File: config.mk
export PLATFORM = sky130hd
export DESIGN_NAME = gpr_op_sequencer
export DESIGN_NICKNAME = d
export VERILOG_FILES = /design/src/rtl/gpr_op_sequencer_pkg.sv /design/src/rtl/gpr_op_sequencer_alu.sv /design/src/rtl/gpr_op_sequencer.sv
export SDC_FILE = /design/constraint.sdc
export NUM_CORES = 1
export LEC_CHECK = 0
export BUFFER_PORTS_ARGS = -buffer_cell sky130_fd_sc_hd__buf_2
export CAP_MARGIN = 0
export CELL_PAD_IN_SITES_DETAIL_PLACEMENT = 0
export CELL_PAD_IN_SITES_GLOBAL_PLACEMENT = 2
export CORE_MARGIN = 2
export CORE_UTILIZATION = 30
export CTS_CLUSTER_SIZE = 28
export DETAILED_ROUTE_END_ITERATION = 6
export PLACE_DENSITY = 0.83
export SLEW_MARGIN = 20
export SYNTH_ARGS = -nofsm -noshare
export SYNTH_HDL_FRONTEND = slang
export SYNTH_HIERARCHICAL = 1
export SYNTH_SLANG_ARGS = --single-unit
export TNS_END_PERCENT = 100
File: constraint.sdc
create_clock -name clk -period 2.58 [get_ports clk]
set_input_delay 0.774 -clock clk [delete_from_list [all_inputs] [get_ports clk]]
set_output_delay 0.774 -clock clk [all_outputs]
set_load 0.01 [all_outputs]
File: src/rtl/gpr_op_sequencer_pkg.sv
// Shared definitions for the GPR operation sequencer and its ALU.
package gpr_op_sequencer_pkg;

  localparam int GPR_DATA_W   = 16;
  localparam int GPR_ADDR_W   = 3;
  localparam int GPR_NUM_REGS = 3;
  localparam int GPR_IMM_W    = 8;

  typedef enum logic [2:0] {
    OP_ADD  = 3'd0,
    OP_SUB  = 3'd1,
    OP_AND  = 3'd2,
    OP_OR   = 3'd3,
    OP_XOR  = 3'd4,
    OP_SHL  = 3'd5,
    OP_SHR  = 3'd6,
    OP_MOVI = 3'd7
  } op_e;

  typedef enum logic [2:0] {
    ST_IDLE  = 3'd0,
    ST_READ  = 3'd1,
    ST_EXEC  = 3'd2,
    ST_WRITE = 3'd3,
    ST_ERR   = 3'd4
  } state_e;

endpackage

File: src/rtl/gpr_op_sequencer_alu.sv
// Combinational ALU: DATA_W-bit result with carry/borrow in the top bit.
module gpr_op_alu
  import gpr_op_sequencer_pkg::*;
#(
  parameter int DATA_W = GPR_DATA_W
) (
  input  logic [2:0]           op,
  input  logic [DATA_W-1:0]    a,
  input  logic [DATA_W-1:0]    b,
  input  logic [GPR_IMM_W-1:0] imm,
  output logic [DATA_W:0]      result
);

  // Only ADD and SUB produce a nonzero top bit; shifts use the low four bits of b.
  always_comb begin
    result = '0;
    case (op_e'(op))
      OP_ADD:  result = {1'b0, a} + {1'b0, b};
      OP_SUB:  begin
        result[DATA_W-1:0] = a - b;
        result[DATA_W]     = (a < b);
      end
      OP_AND:  result = {1'b0, a & b};
      OP_OR:   result = {1'b0, a | b};
      OP_XOR:  result = {1'b0, a ^ b};
      OP_SHL:  result = {1'b0, a << b[3:0]};
      OP_SHR:  result = {1'b0, a >> b[3:0]};
      OP_MOVI: result = {1'b0, {(DATA_W-GPR_IMM_W){1'b0}}, imm};
      default: result = '0;
    endcase
  end

endmodule

File: src/rtl/gpr_op_sequencer.sv
// Multi-cycle ALU instruction sequencer driving the GPR file read/write ports.
//
// state | meaning
// IDLE  | ready for an instruction; checks register addresses on accept
// READ  | read ports addressed with rs1/rs2; operands captured at end of cycle
// EXEC  | ALU result (with carry) registered
// WRITE | write strobe and done pulse; flags updated at end of cycle
// ERR   | one-cycle err pulse for an illegal register address, no write
module gpr_op_sequencer
  import gpr_op_sequencer_pkg::*;
#(
  parameter int DATA_W   = GPR_DATA_W,
  parameter int ADDR_W   = GPR_ADDR_W,
  parameter int NUM_REGS = GPR_NUM_REGS
) (
  input  logic              clk,
  input  logic              rst_n,
  input  logic              instr_valid,
  output logic              instr_ready,
  input  logic [2:0]        instr_op,
  input  logic [ADDR_W-1:0] instr_rd,
  input  logic [ADDR_W-1:0] instr_rs1,
  input  logic [ADDR_W-1:0] instr_rs2,
  input  logic [7:0]        instr_imm,
  output logic [ADDR_W-1:0] reg_read_addr_1,
  input  logic [DATA_W-1:0] reg_read_data_1,
  output logic [ADDR_W-1:0] reg_read_addr_2,
  input  logic [DATA_W-1:0] reg_read_data_2,
  output logic              reg_write_en,
  output logic [ADDR_W-1:0] reg_write_dest,
  output logic [DATA_W-1:0] reg_write_data,
  output logic              done,
  output logic              err,
  output logic              flag_zero,
  output logic              flag_carry
);

  localparam logic [ADDR_W-1:0] LIMIT = ADDR_W'(NUM_REGS);

  state_e            state_q, state_d;
  logic [2:0]        op_q, op_d;
  logic [ADDR_W-1:0] rd_q, rd_d;
  logic [ADDR_W-1:0] rs1_q, rs1_d;
  logic [ADDR_W-1:0] rs2_q, rs2_d;
  logic [7:0]        imm_q, imm_d;
  logic [DATA_W-1:0] opa_q, opa_d;
  logic [DATA_W-1:0] opb_q, opb_d;
  logic [DATA_W:0]   result_q, result_d;
  logic              zero_q, zero_d;
  logic              carry_q, carry_d;

  logic [DATA_W:0]   alu_result;
  logic              addr_illegal;

  gpr_op_alu #(
    .DATA_W (DATA_W)
  ) u_alu (
    .op     (op_q),
    .a      (opa_q),
    .b      (opb_q),
    .imm    (imm_q),
    .result (alu_result)
  );

  // MOVI never reads its sources, so only rd is range-checked for it.
  always_comb begin
    addr_illegal = (instr_rd >= LIMIT);
    if (op_e'(instr_op) != OP_MOVI) begin
      addr_illegal = addr_illegal || (instr_rs1 >= LIMIT) || (instr_rs2 >= LIMIT);
    end
  end

  // State register and datapath flops; synchronous reset abandons any instruction in flight.
  always_ff @(posedge clk) begin
    if (!rst_n) begin
      state_q  <= ST_IDLE;
      op_q     <= '0;
      rd_q     <= '0;
      rs1_q    <= '0;
      rs2_q    <= '0;
      imm_q    <= '0;
      opa_q    <= '0;
      opb_q    <= '0;
      result_q <= '0;
      zero_q   <= 1'b0;
      carry_q  <= 1'b0;
    end else begin
      state_q  <= state_d;
      op_q     <= op_d;
      rd_q     <= rd_d;
      rs1_q    <= rs1_d;
      rs2_q    <= rs2_d;
      imm_q    <= imm_d;
      opa_q    <= opa_d;
      opb_q    <= opb_d;
      result_q <= result_d;
      zero_q   <= zero_d;
      carry_q  <= carry_d;
    end
  end

  // Next-state and datapath updates for each phase of the instruction.
  always_comb begin
    state_d  = state_q;
    op_d     = op_q;
    rd_d     = rd_q;
    rs1_d    = rs1_q;
    rs2_d    = rs2_q;
    imm_d    = imm_q;
    opa_d    = opa_q;
    opb_d    = opb_q;
    result_d = result_q;
    zero_d   = zero_q;
    carry_d  = carry_q;
    case (state_q)
      ST_IDLE: begin
        if (instr_valid) begin
          op_d    = instr_op;
          rd_d    = instr_rd;
          rs1_d   = instr_rs1;
          rs2_d   = instr_rs2;
          imm_d   = instr_imm;
          state_d = addr_illegal ? ST_ERR : ST_READ;
        end
      end
      ST_READ: begin
        opa_d   = reg_read_data_1;
        opb_d   = reg_read_data_2;
        state_d = ST_EXEC;
      end
      ST_EXEC: begin
        result_d = alu_result;
        state_d  = ST_WRITE;
      end
      ST_WRITE: begin
        zero_d  = (result_q[DATA_W-1:0] == '0);
        carry_d = result_q[DATA_W];
        state_d = ST_IDLE;
      end
      ST_ERR: begin
        state_d = ST_IDLE;
      end
      default: begin
        state_d = ST_IDLE;
      end
    endcase
  end

  // Strobes are gated with rst_n so a reset landing on WRITE/ERR suppresses them.
  always_comb begin
    instr_ready     = (state_q == ST_IDLE);
    reg_read_addr_1 = rs1_q;
    reg_read_addr_2 = rs2_q;
    reg_write_en    = rst_n && (state_q == ST_WRITE);
    reg_write_dest  = rd_q;
    reg_write_data  = result_q[DATA_W-1:0];
    done            = rst_n && (state_q == ST_WRITE);
    err             = rst_n && (state_q == ST_ERR);
    flag_zero       = zero_q;
    flag_carry      = carry_q;
  end

endmodule
# After elaboration in Yosys (flattened, before gate mapping)

Cells that the tools add are included.

Muxes and demuxes: 5
Equality and inequality tests: 13
Bitwise logic cells: 3
$add $sub $neg: 2
$lt $le $gt $ge: 4
Shift-type cells: 2
Reductions and logical operators: 8

Operators by type and width:

| operator                                            | number |
|---|---|
| case mux 17 bit (8 select lines)                    | 1 |
| adder 16 x 16 -> 17 bit                             | 1 |
| bitwise AND 16 bit                                  | 1 |
| zero test 16 bit                                    | 1 |
| less-than comparator 16 bit                         | 1 |
| OR 16 bit                                           | 1 |
| << shifter 16 x 4 -> 16 bit                         | 1 |
| right shift 16 x 4 -> 16 bit                        | 1 |
| subtractor 16 bit                                   | 1 |
| bitwise XOR 16 bit                                  | 1 |
| equality test 3 bit, second input constant          | 5 |
| equality test 3 x 2 -> 1 bit, second input constant | 4 |
| >= comparator 3 x 2 -> 1 bit, second input constant | 3 |
| case mux 3 bit (3 select lines)                     | 1 |
| equality test 3 x 1 -> 1 bit, second input constant | 2 |
| zero test 3 bit                                     | 2 |
| 2-to-1 mux 3 bit                                    | 2 |
| inequality test 3 bit, second input constant        | 1 |
| logical AND 1 bit                                   | 2 |
| logical OR 1 bit                                    | 2 |
| inequality test 2 bit, second input constant        | 1 |
| AND reduction 2 bit                                 | 1 |
| 2-to-1 mux 1 bit                                    | 1 |

Register bits after elaboration: 74
Bits of input ports: 55
Output and inout port bits: 31

# Logic depth before layout (Yosys ltp)

Gate-level depths: netlist of run 1.

Depth in word-level cells: 7
Depth in mapped cells: 13
Mapped depth without buffers: 13

# Cells and area by module

Netlist of run 1, hierarchy kept.

By module, submodules not included:

| module           | sequential area each (um^2) | cells each | times used | area an instance (um^2) |
|---|---|---|---|---|
| gpr_op_alu       | 0.0                         | 579        | 1          | 3743.6 |
| gpr_op_sequencer | 1481.4                      | 356        | 1          | 2851.5 |

# Worst setup path after synthesis of run 1

OpenSTA, ideal clock, no wires.

Kind: register -> register
Start: register opb_q[2]
End: register result_q[14]
Clock period less this slack: 2.859 ns
Arrival: 2.727 ns
Slack: -0.279 ns
Setup time: 0.132 ns
Required time: 2.448 ns
Cell stages (with the launch flop): 14
Path through: dfxtp_1 inv_1 buf_1 ha_1 buf_6 nand2b_1 a211oi_2 o2111ai_1 a21bo_1 a2111oi_2 a31oi_1 a221o_1 nand2_1 a21oi_1

Longest elaborated chain between the ends: 2
Elaborated cells between the ends (all ways): 5
Classes of those cells: add/sub: 2; shift: 2; mux: 1

RTL lines:

| element                                   | RTL line                   | text |
|---|---|---|
| start, declared                           | gpr_op_sequencer.sv:47     | `logic [DATA_W-1:0] opb_q, opb_d;` |
| start signal, assigned                    | gpr_op_sequencer.sv:95     | `opb_q <= opb_d;` |
| subtractor 16 bit (tied with other cells) | gpr_op_sequencer_alu.sv:20 | `result[DATA_W-1:0] = a - b;` |
| case mux 17 bit (8 select lines) (*)      | gpr_op_sequencer_alu.sv:17 | `case (op_e'(op))` |
| net alu_result[14]                        | gpr_op_sequencer.sv:52     | `logic [DATA_W:0] alu_result;` |
| end signal, assigned                      | gpr_op_sequencer.sv:96     | `result_q <= result_d;` |
| end, declared                             | gpr_op_sequencer.sv:48     | `logic [DATA_W:0] result_q, result_d;` |

Mark *: on every way through the listed nets, which the timed path passes. The rest lies on a longest branch.
A chain may end at the register's enable or synchronous reset.

# Worst setup path after layout of run 1

Start: register opa_q[6]
End: register result_q[13]

Longest elaborated chain between the ends: 2
Elaborated cells between the ends (all ways): 5
Classes of those cells: add/sub: 2; shift: 2; mux: 1

RTL lines:

| element                                   | RTL line                   | text |
|---|---|---|
| start, declared                           | gpr_op_sequencer.sv:46     | `logic [DATA_W-1:0] opa_q, opa_d;` |
| start signal, assigned                    | gpr_op_sequencer.sv:94     | `opa_q <= opa_d;` |
| subtractor 16 bit (tied with other cells) | gpr_op_sequencer_alu.sv:20 |  |
| case mux 17 bit (8 select lines) (*)      | gpr_op_sequencer_alu.sv:17 |  |
| net alu_result[13]                        | gpr_op_sequencer.sv:52     |  |

Marks and branches as above.

==> results of run 1 <==
[cells in the mapped netlist (7+ instances only)]
master / instances / area share [%]
nand2_1: 186 / 11
a21oi_1: 120 / 9.1
dfxtp_1: 74 / 22
nor2_1: 63 / 3.6
ha_1: 49 / 9.3
inv_1: 49 / 2.8
o21ai_0: 42 / 3.2
clkbuf_1: 30 / 1.7
buf_2: 22 / 1.7
buf_4: 20 / 2.3
nor3_1: 18 / 1.4
a21o_1: 14 / 1.6
mux2i_1: 13 / 2.0
nand2b_1: 13 / 1.2
nand3_1: 13 / 0.99
a221oi_1: 12 / 1.6
o211ai_1: 12 / 1.4
a31oi_1: 11 / 1.0
o22ai_1: 11 / 1.0
nor4_1: 10 / 0.95
a211oi_1: 9 / 1.0
o21ai_1: 8 / 0.61
buf_1: 7 / 0.40
mux2_2: 7 / 1.2
[layer usage]
| layer | GRT usage [%] | up-vias | part of all wire (%) |
|---|---|---|---|
| met4 | 9.746 | 0 | 3.9 |
| met3 | 3.157 | 58 | 5.1 |
| met2 | 36.44 | 253 | 46 |
| met5 | 0 | - | 0 |
| met1 | 29.21 | 3508 | 45 |
| li1 | - | 3576 | - |
[repair_timing]
item                       4_1_cts  5_1_grt
resized for setup               29       48
setup buffers                    1        3
setup endpoints to repair       12       14
pin swaps                       15       19
[metrics by stage]
step / setup slack, ns / cell area [µm²] / power (W) / hold slack, ns / TNS, ns
floorplan: 0.02684 / 6613 / 0.001619 / 0.4330 / 0
global route: -0.1124 / 8633 / 0.003465 / 0.4800 / -0.3132
finish: -0.05937 / 8633 / 0.003323 / 0.4560 / -0.1170
detailed placement: -0.2790 / 7934 / 0.001914 / 0.4467 / -1.386
CTS: -0.004150 / 8391 / 0.003304 / 0.4582 / -0.004150
global placement: -0.2545 / 7934 / 0.001910 / 0.4424 / -1.034
[registers in the layout (all words and copies together), names as in the netlist]
register         flops
op_q                 3
imm_q                8
result_q            17
opb_q               16
reg_read_addr_1      3
reg_write_dest       3
flag_zero            1
flag_carry           1
state_q              3
reg_read_addr_2      3
opa_q               16
[cell type report]
class	count	area [µm²]	share of cell area (%)
clock buffer	9	225.2	2.609
clock inverter	7	82.58	0.9565
inverter	54	207.7	2.406
multi-input combinational	723	4782	55.39
sequential	74	1499	17.36
tap	280	350.3	4.058
timing repair buffer	216	1486	17.22
[power by group]
part           leakage [nW]  switching (W)  internal, W
Combinational          2.78       0.000428     0.000316
Sequential            0.605      0.0000381      0.00117
Clock                 0.145       0.000601     0.000768
[critical path, cell delays in order, from the launching register on]
cell and delay (ns):
dfxtp_1 0.31, inv_1 0.16, ha_2 0.37, a21oi_4 0.17
o31ai_1 0.09, nor3_2 0.28, buf_4 0.20, o221ai_1 0.10
a21o_1 0.19, o211a_1 0.20, o211ai_1 0.25, nand2_1 0.09
a21oi_1 0.15
[worst max-delay path by stage]
| stage | start | to | slack (ns) | cells past startpoint |
|---|---|---|---|---|
| 3_3_place_gp | opa_q[1] | result_q[15] | -0.25 | 12 |
| 3_5_place_dp | opa_q[1] | result_q[15] | -0.28 | 12 |
| 2_1_floorplan | opb_q[2] | result_q[14] | 0.03 | 13 |
| 4_1_cts | opa_q[0] | result_q[14] | -0.004 | 13 |
| 5_1_grt | opa_q[0] | result_q[14] | -0.11 | 13 |
| 6_report | opa_q[6] | result_q[13] | -0.06 | 12 |
[cells by family (layout without fill, tap and decap cells)]
group,Yosys count,in the layout,synth area share (%)
compound gates,304,304,29.31
xor+xnor,3,3,0.3985
mux,25,25,4.876
flops,74,74,22.46
fa+ha+maj,51,51,9.903
buf+inv,138,286,9.979
simple gates,340,340,23.07
==> flow_metrics.env, run 1 <==
export IMPL_synth_flop_cell="dfxtp_1"
export IMPL_fmax_mhz=378.9
export IMPL_clock_root_buffer="clkbuf_16"
export IMPL_diodes=0
export IMPL_synth_edf_count=0
export IMPL_hold_viol=0
export IMPL_tightest_slew_ns=0.6498
export IMPL_antenna_found_initial=0
export IMPL_holdCritStartpoint="reg_write_dest[0]"
export IMPL_cp_max_fo=6
export IMPL_coreArea_um2=21690
export IMPL_utilization_pct=39.81
export IMPL_arrival_ns=2.92
export IMPL_worstSetupPathType="reg2reg"
export IMPL_endpoint_kind="register"
export IMPL_vias=7395
export IMPL_port_buffers=85
export IMPL_ant_nets=0
export IMPL_holdBufCountCts=0
export IMPL_synth_avg_cell_area_um2=7.054
export IMPL_leakage_nw=3.527
export IMPL_critPathRequiredTime_ns=2.87
export IMPL_whs_endpoint="reg_write_dest[0]"
export IMPL_peakVddDrop_uv=280.0
export IMPL_synthArstFlopShare_pct=0
export IMPL_dr_pass1_iters=7
export IMPL_layout_setup_ws_ns=-0.05937
export IMPL_grt_overflow_total=0
export IMPL_grt_max_degree=43
export IMPL_layout_min_cycle_time_ns=2.639
export IMPL_outcome="finished, violations left"
export IMPL_finalNonFillerCells=1363
export IMPL_power_density_nw_per_um2=384.9
export IMPL_timing_reg2reg_setup_slack_ns=-0.06
export IMPL_routed_wl_um=26300
export IMPL_drt_initial_drc_count=711
export IMPL_syn_num_nets=1041
export IMPL_n_fill_cell=2322
export IMPL_drive_gt1_share_pct=29.18
export IMPL_dp_hpwl_um=20410
export IMPL_slew_viol_final=0
export IMPL_slew_headroom_pct=56.63
export IMPL_synth_cells=935
export IMPL_area_delta_synth_final_pct=30.90
export IMPL_reg2regPathDepth=12
export IMPL_final_common_cell="nand2_1"
export IMPL_wire_per_inst_um=19.30
export IMPL_synth_warnings=6
export IMPL_synth_seq_area_share_pct=22.46
export IMPL_ys_ff_latch=74
export IMPL_grt_use_total_pct=22.26
export IMPL_place_inst=1343
export IMPL_drc_errors=0
export IMPL_cts_tree="done"
export IMPL_cts_htree_levels=3
export IMPL_die_w_um=152.3
export IMPL_die_y_um=152.3
export IMPL_cts_buffers=9
export IMPL_r2r_start="opa_q[6]"
export IMPL_rsz0062_at_grt="yes"
export IMPL_grt_first_pass_wirelength_um=40940
export IMPL_whs_path_depth=2
export IMPL_finalNetCount=1184
export IMPL_drt_vias_per_instance=5.426
export IMPL_grt_pass1_vias=7207
export IMPL_gp_congestion=0.9906
export IMPL_setup_violations=3
export IMPL_clock_skew_ns=0.01783
export IMPL_cts_sinks=74
export IMPL_clkSlewWorstSetupHoldPaths_ns=0.07
export IMPL_synth_cell_type_count=75
export IMPL_hp_class="reg2reg"
export IMPL_violations="setup timing"
export IMPL_finalCritPeriodShare_pct=102.3
export IMPL_clock_path_buffers=2
export IMPL_pin_count=86
export IMPL_crit_path_start_kind="register"
export IMPL_rows=54
export IMPL_clock_latency_ns=0.36
export IMPL_drv_cap=0
export IMPL_initial_core_util_pct=30.41
export IMPL_final_cell_mix="nand2_1, buf_4, a21oi_1"
export IMPL_synth_area_um2=6595
export IMPL_die_area_um2=23190
export IMPL_rr_endpoint="result_q[13]"
(Power assumes the default switching activity.)
==> run 2: changes to the inputs <==
- BUFFER_PORTS_ARGS: -buffer_cell sky130_fd_sc_hd__buf_2 -> not set
- CORE_UTILIZATION: 30 -> 33
- DONT_BUFFER_PORTS: not set -> 1
==> run 2 against run 1 <==
The run still ends with setup timing left. Flip-flop and latch count unchanged. Die area down 8.9%. Non-clock buffer count down 71. First-iteration DRC count decreased by 1.4%. Worst setup slack gained 0.023 ns. Sequential power is essentially flat. Clock skew fell by 0.0073 ns. Register-to-register slack better by 0.02 ns. Total power is 2.5% lower. Clock power is essentially flat. Worst hold slack improved by 0.00065 ns. Combinational power decreased by 9.5%. Largest power group unchanged.
==> flow_metrics.env, run 2 (same netlist as run 1, synthesis figures left out) <==
export IMPL_pwr_share_clk_pct=41.7
export IMPL_diodes=0
export IMPL_cts_tree="done"
export IMPL_max_flop_register="result_q"
export IMPL_crit_path_end="result_q[14]"
export IMPL_drt_initial_drc_count=701
export IMPL_drc_errors=0
export IMPL_final_common_cell="nand2_1"
export IMPL_wire_per_inst_um=19.96
export IMPL_leakage_nw=3.185
export IMPL_seq_power_share_pct=37.5
export IMPL_power_density_nw_per_um2=397.1
export IMPL_fmax_mhz=382.2
export IMPL_die_y_um=145.4
export IMPL_rr_endpoint="result_q[14]"
export IMPL_n_fill_cell=2137
export IMPL_vias=7005
export IMPL_clock_root_buffer="clkbuf_16"
export IMPL_layout_setup_ws_ns=-0.03665
export IMPL_slew_headroom_pct=56.50
export IMPL_pin_count=86
export IMPL_antenna_found_initial=0
export IMPL_hp_class="reg2reg"
export IMPL_grt_use_total_pct=23.56
export IMPL_area_delta_synth_final_pct=23.68
export IMPL_grt_overflow_total=0
export IMPL_cp_max_fo=3
export IMPL_holdCritStartpoint="imm_q[1]"
export IMPL_routed_wl_um=25490
export IMPL_coreArea_um2=19530
export IMPL_p_int_w=0.002222
export IMPL_hold_viol=0
export IMPL_p_sw_w=0.001017
export IMPL_final_area_um2=8157
export IMPL_cts_buffers=9
export IMPL_arrival_ns=2.85
export IMPL_drt_vias_per_instance=5.486
export IMPL_setup_violations=2
export IMPL_finalNetCount=1113
export IMPL_layout_min_cycle_time_ns=2.617
export IMPL_grt_first_pass_wirelength_um=39230
export IMPL_grt_pass1_vias=6875
export IMPL_swShare_pct=31.40
export IMPL_endpoint_kind="register"
export IMPL_clock_path_buffers=2
export IMPL_reg_top3="result_q (17), opa_q (16), opb_q (16)"
export IMPL_whs_ns=0.4566
export IMPL_critPathRequiredTime_ns=2.81
export IMPL_final_cell_mix="nand2_1, buf_4, a21oi_1"
export IMPL_drive_gt1_share_pct=23.72
export IMPL_initial_core_util_pct=33.78
export IMPL_finalCritPeriodShare_pct=101.4
export IMPL_dp_hpwl_um=20020
export IMPL_timing_reg2reg_setup_slack_ns=-0.04
export IMPL_clkSlewWorstSetupHoldPaths_ns=0.06
export IMPL_rows=51
export IMPL_cts_htree_levels=3
export IMPL_drv_cap=0
export IMPL_port_buffers=0
export IMPL_dpl_cell_area_um2=7577
export IMPL_startpoint="opa_q[0]"
export IMPL_cts_sinks=74
export IMPL_peakVddDrop_uv=297.1
export IMPL_die_area_um2=21130
export IMPL_finalNonFillerCells=1277
export IMPL_die_w_um=145.4
export IMPL_largest_reg_flops=17
export IMPL_crit_path_start_kind="register"
export IMPL_clock_skew_ns=0.01051
export IMPL_violations="setup timing"
export IMPL_place_inst=1258
export IMPL_worstSetupPathType="reg2reg"
export IMPL_clock_latency_ns=0.36
export IMPL_r2r_start="opa_q[0]"
export IMPL_grt_max_degree=52
export IMPL_dr_pass1_iters=5
export IMPL_tightest_slew_ns=0.6517
export IMPL_rsz0062_at_grt="yes"
export IMPL_slew_viol_final=0
export IMPL_reg2regPathDepth=12
export IMPL_gp_congestion=0.9829
export IMPL_outcome="finished, violations left"
export IMPL_ant_nets=0
export IMPL_power_frac_comb_pct=20.8
==> run 2: cell types whose count changed in the layout (fill, tap and decap cells not counted), moves of 3 or more <==
cell,previous run,this run
a21oi_2,1,4
buf_12,5,2
buf_2,85,0
buf_4,122,142
buf_6,4,1
==> run 2: per-stage QoR <==
step	total power, W	TNS [ns]	worst slack, ns	util, %
detailed placement	0.001867	-1.014	-0.2130	38.81
global route	0.003388	-0.8495	-0.1553	41.77
CTS	0.003224	-0.06562	-0.06492	41.02
floorplan	0.001619	0	0.02684	-
finish	0.003239	-0.04073	-0.03665	41.77
global placement	0.001865	-0.8739	-0.1773	38.81
==> run 2: worst max-delay path, cell delays in order (launching register included) <==
cell and delay (ns):
dfxtp_2 0.32, buf_4 0.13, ha_2 0.19, fa_2 0.34, a21o_1 0.21, nand4_1 0.10, a41oi_2 0.20, a21o_1 0.25
a2111oi_4 0.26, a31oi_1 0.07, a221o_1 0.30, nand2_1 0.06, a21oi_1 0.06
==> run 2: worst min path at each step <==
stage	endpoint	cells past startpoint
floorplan	op_q[2]	2
global placement	imm_q[0]	2
detailed placement	imm_q[0]	2
CTS	imm_q[0]	2
global route	imm_q[1]	2
finish	imm_q[1]	2
==> run 2: cell type report <==
class	instances	area (µm²)	share of cell area, %
Inverter	54	205.2	2.516
Clock inverter	7	83.83	1.028
Tap cell	265	331.6	4.065
Clock buffer	9	225.2	2.761
Sequential cell	74	1496	18.35
Timing Repair Buffer	145	1117	13.70
Multi-Input combinational cell	723	4697	57.59
==> run 2: timing repair <==
| action | 4_1_cts | 5_1_grt |
|---|---|---|
| hold buffers | 0 | 0 |
| endpoints found under the setup margin | 9 | 12 |
| hold endpoints to repair | 0 | 0 |
| pin swaps | 6 | 11 |
| setup buffers | 2 | 1 |
| gates resized for setup | 26 | 33 |
==> run 2: power groups by stage <==
stage	Clock, W	Sequential (W)	Combinational, W
finish	0.00135	0.00122	0.000673
global route	0.00143	0.00122	0.000734
CTS	0.00137	0.00122	0.000637
detailed placement	0	0.00124	0.000624
global placement	0	0.00124	0.000623
floorplan	0	0.00122	0.000394
==> run 2: metal layers <==
| metal | vias to the layer above | routed length [µm] | track usage, % |
|---|---|---|---|
| li1 | 3441 | - | - |
| met1 | 3318 | 11320 | 30.15 |
| met2 | 196 | 11800 | 38.44 |
| met3 | 50 | 1284 | 4.483 |
| met4 | 0 | 1086 | 10.98 |
| met5 | - | 0 | 0 |
==> run 3: changes to the inputs <==
- RECOVER_POWER: not set -> 50
==> run 3 against run 2 <==
The flow still finishes with violations (setup timing). Core utilization about the same. First-iteration DRC count decreased by 0.71%. Sequential power about the same. Routed wire length increased by 0.17%. Cell count unchanged. Die area unchanged. Maximum frequency about the same. Sequential share of layout area about the same. Critical endpoint unchanged.
==> flow_metrics.env, run 3 (same netlist as run 1, synthesis figures left out) <==
export IMPL_outcome="finished, violations left"
export IMPL_violations="setup timing"
export IMPL_grt_pass1_vias=6875
export IMPL_drv_cap=0
export IMPL_dpl_cell_area_um2=7577
export IMPL_worstSetupPathType="reg2reg"
export IMPL_clock_path_buffers=2
export IMPL_port_buffers=0
export IMPL_dr_pass1_iters=5
export IMPL_endpoint_kind="register"
export IMPL_area_delta_synth_final_pct=23.56
export IMPL_die_area_um2=21130
export IMPL_clock_root_buffer="clkbuf_16"
export IMPL_setup_violations=2
export IMPL_grt_max_degree=52
export IMPL_drive_gt1_share_pct=23.52
export IMPL_highest_layer="met4"
export IMPL_clock_skew_ns=0.008394
export IMPL_largest_reg_flops=17
export IMPL_coreArea_um2=19530
export IMPL_dp_hpwl_um=20020
export IMPL_cts_sinks=74
export IMPL_pin_count=86
export IMPL_max_flop_register="result_q"
export IMPL_wire_per_inst_um=19.99
export IMPL_routed_wl_um=25530
export IMPL_gp_congestion=0.9829
export IMPL_initial_core_util_pct=33.78
export IMPL_grt_use_total_pct=23.56
export IMPL_place_inst=1258
export IMPL_die_y_um=145.4
export IMPL_crit_path_start_kind="register"
export IMPL_leakage_nw=3.177
export IMPL_tightest_slew_ns=0.8618
export IMPL_diodes=0
export IMPL_rsz0062_at_grt="yes"
export IMPL_regArea_um2=1496
export IMPL_layout_min_cycle_time_ns=2.618
export IMPL_multiInputGateArea_um2=4697
export IMPL_cts_buffers=9
export IMPL_reg_top3="result_q (17), opa_q (16), opb_q (16)"
export IMPL_slew_viol_final=0
export IMPL_finalNetCount=1113
export IMPL_cts_tree="done"
export IMPL_drc_errors=0
export IMPL_rows=51
export IMPL_met3_length_um=1323
export IMPL_finalCritPeriodShare_pct=101.5
export IMPL_timing_reg2reg_setup_slack_ns=-0.04
export IMPL_peakVddDrop_uv=296.2
export IMPL_grt_overflow_total=0
export IMPL_grt_first_pass_wirelength_um=39230
export IMPL_die_w_um=145.4
export IMPL_n_fill_cell=2139
export IMPL_critPathRequiredTime_ns=2.81
export IMPL_ant_nets=0
export IMPL_wl_met1_um=11320
export IMPL_hp_class="reg2reg"
export IMPL_slew_headroom_pct=42.55
export IMPL_drt_initial_drc_count=696
export IMPL_arrival_ns=2.85
export IMPL_final_common_cell="nand2_1"
export IMPL_antenna_found_initial=0
export IMPL_cp_max_fo=3
export IMPL_final_cell_mix="nand2_1, buf_4, a21oi_1"
export IMPL_tns_ns=-0.04362
export IMPL_power_density_nw_per_um2=397.2
export IMPL_hold_viol=0
export IMPL_dr_wl_met2_um=11770
export IMPL_finalNonFillerCells=1277
export IMPL_clock_latency_ns=0.35
export IMPL_fmax_mhz=381.9
export IMPL_pre_cts_slack_ns=-0.2130
export IMPL_drt_vias_per_instance=5.517
export IMPL_vias=7045
export IMPL_clkSlewWorstSetupHoldPaths_ns=0.06
export IMPL_layout_setup_ws_ns=-0.03841
export IMPL_cts_htree_levels=3
export IMPL_final_area_um2=8149
-- run 3: changes by cell type in the layout (fill, tap and decap cells not counted) --
cell,delta
buf_4,-2
clkbuf_1,+2
-- run 3: cell type report --
cell class / instances / area share (%)
Timing Repair Buffer: 145 / 13.62
Tap cell: 265 / 4.069
Inverter: 54 / 2.518
Sequential cell: 74 / 18.36
Multi-Input combinational cell: 723 / 57.64
Clock buffer: 9 / 2.764
Clock inverter: 7 / 1.029
-- run 3: critical path, cell delays in order (launching register included) --
cell	delay, ns
dfxtp_2	0.32
buf_4	0.13
ha_2	0.19
fa_2	0.34
a21o_1	0.21
nand4_1	0.10
a41oi_2	0.20
a21o_1	0.25
a2111oi_4	0.26
a31oi_1	0.07
a221o_1	0.30
nand2_1	0.06
a21oi_1	0.06
-- run 3: final timing paths --
kind / startpoint / end / cells after the start
worst max-delay path: opa_q[0] / result_q[14] / 12
worst min-delay path: imm_q[1] / imm_q[1] / 2
worst max register to register: opa_q[0] / result_q[14] / 12
worst min register to register: imm_q[1] / imm_q[1] / 2
-- run 3: what timing repair did --
action | 4_1_cts | 5_1_grt
gates cloned | 0 | 0
setup endpoints to repair | 9 | 12
setup buffers | 2 | 1
hold buffers | 0 | 0
gates resized for setup | 26 | 33
pin swaps | 6 | 11
-- run 3: power by group --
group | leakage (nW) | internal, W | switching, W
registers | 0.605 | 0.00117 | 0.0000430
clock network | 0.149 | 0.000769 | 0.000580
logic | 2.42 | 0.000278 | 0.000393
-- run 3: per-layer routing --
layer  global-route usage (%)  vias to the layer above
li1                         -                     3441
met1                    30.15                     3336
met2                    38.44                      212
met3                    4.483                       56
met4                    10.98                        0
met5                        0                        -
-- run 3: per-stage QoR --
stage / utilization [%] / hold slack [ns] / power (W)
6_report: 41.73 / 0.4566 / 0.003237
5_1_grt: 41.73 / 0.4657 / 0.003387
4_1_cts: 41.02 / 0.4599 / 0.003224
3_5_place_dp: 38.81 / 0.4514 / 0.001867
3_3_place_gp: 38.81 / 0.4461 / 0.001865
2_1_floorplan: - / 0.4330 / 0.001619
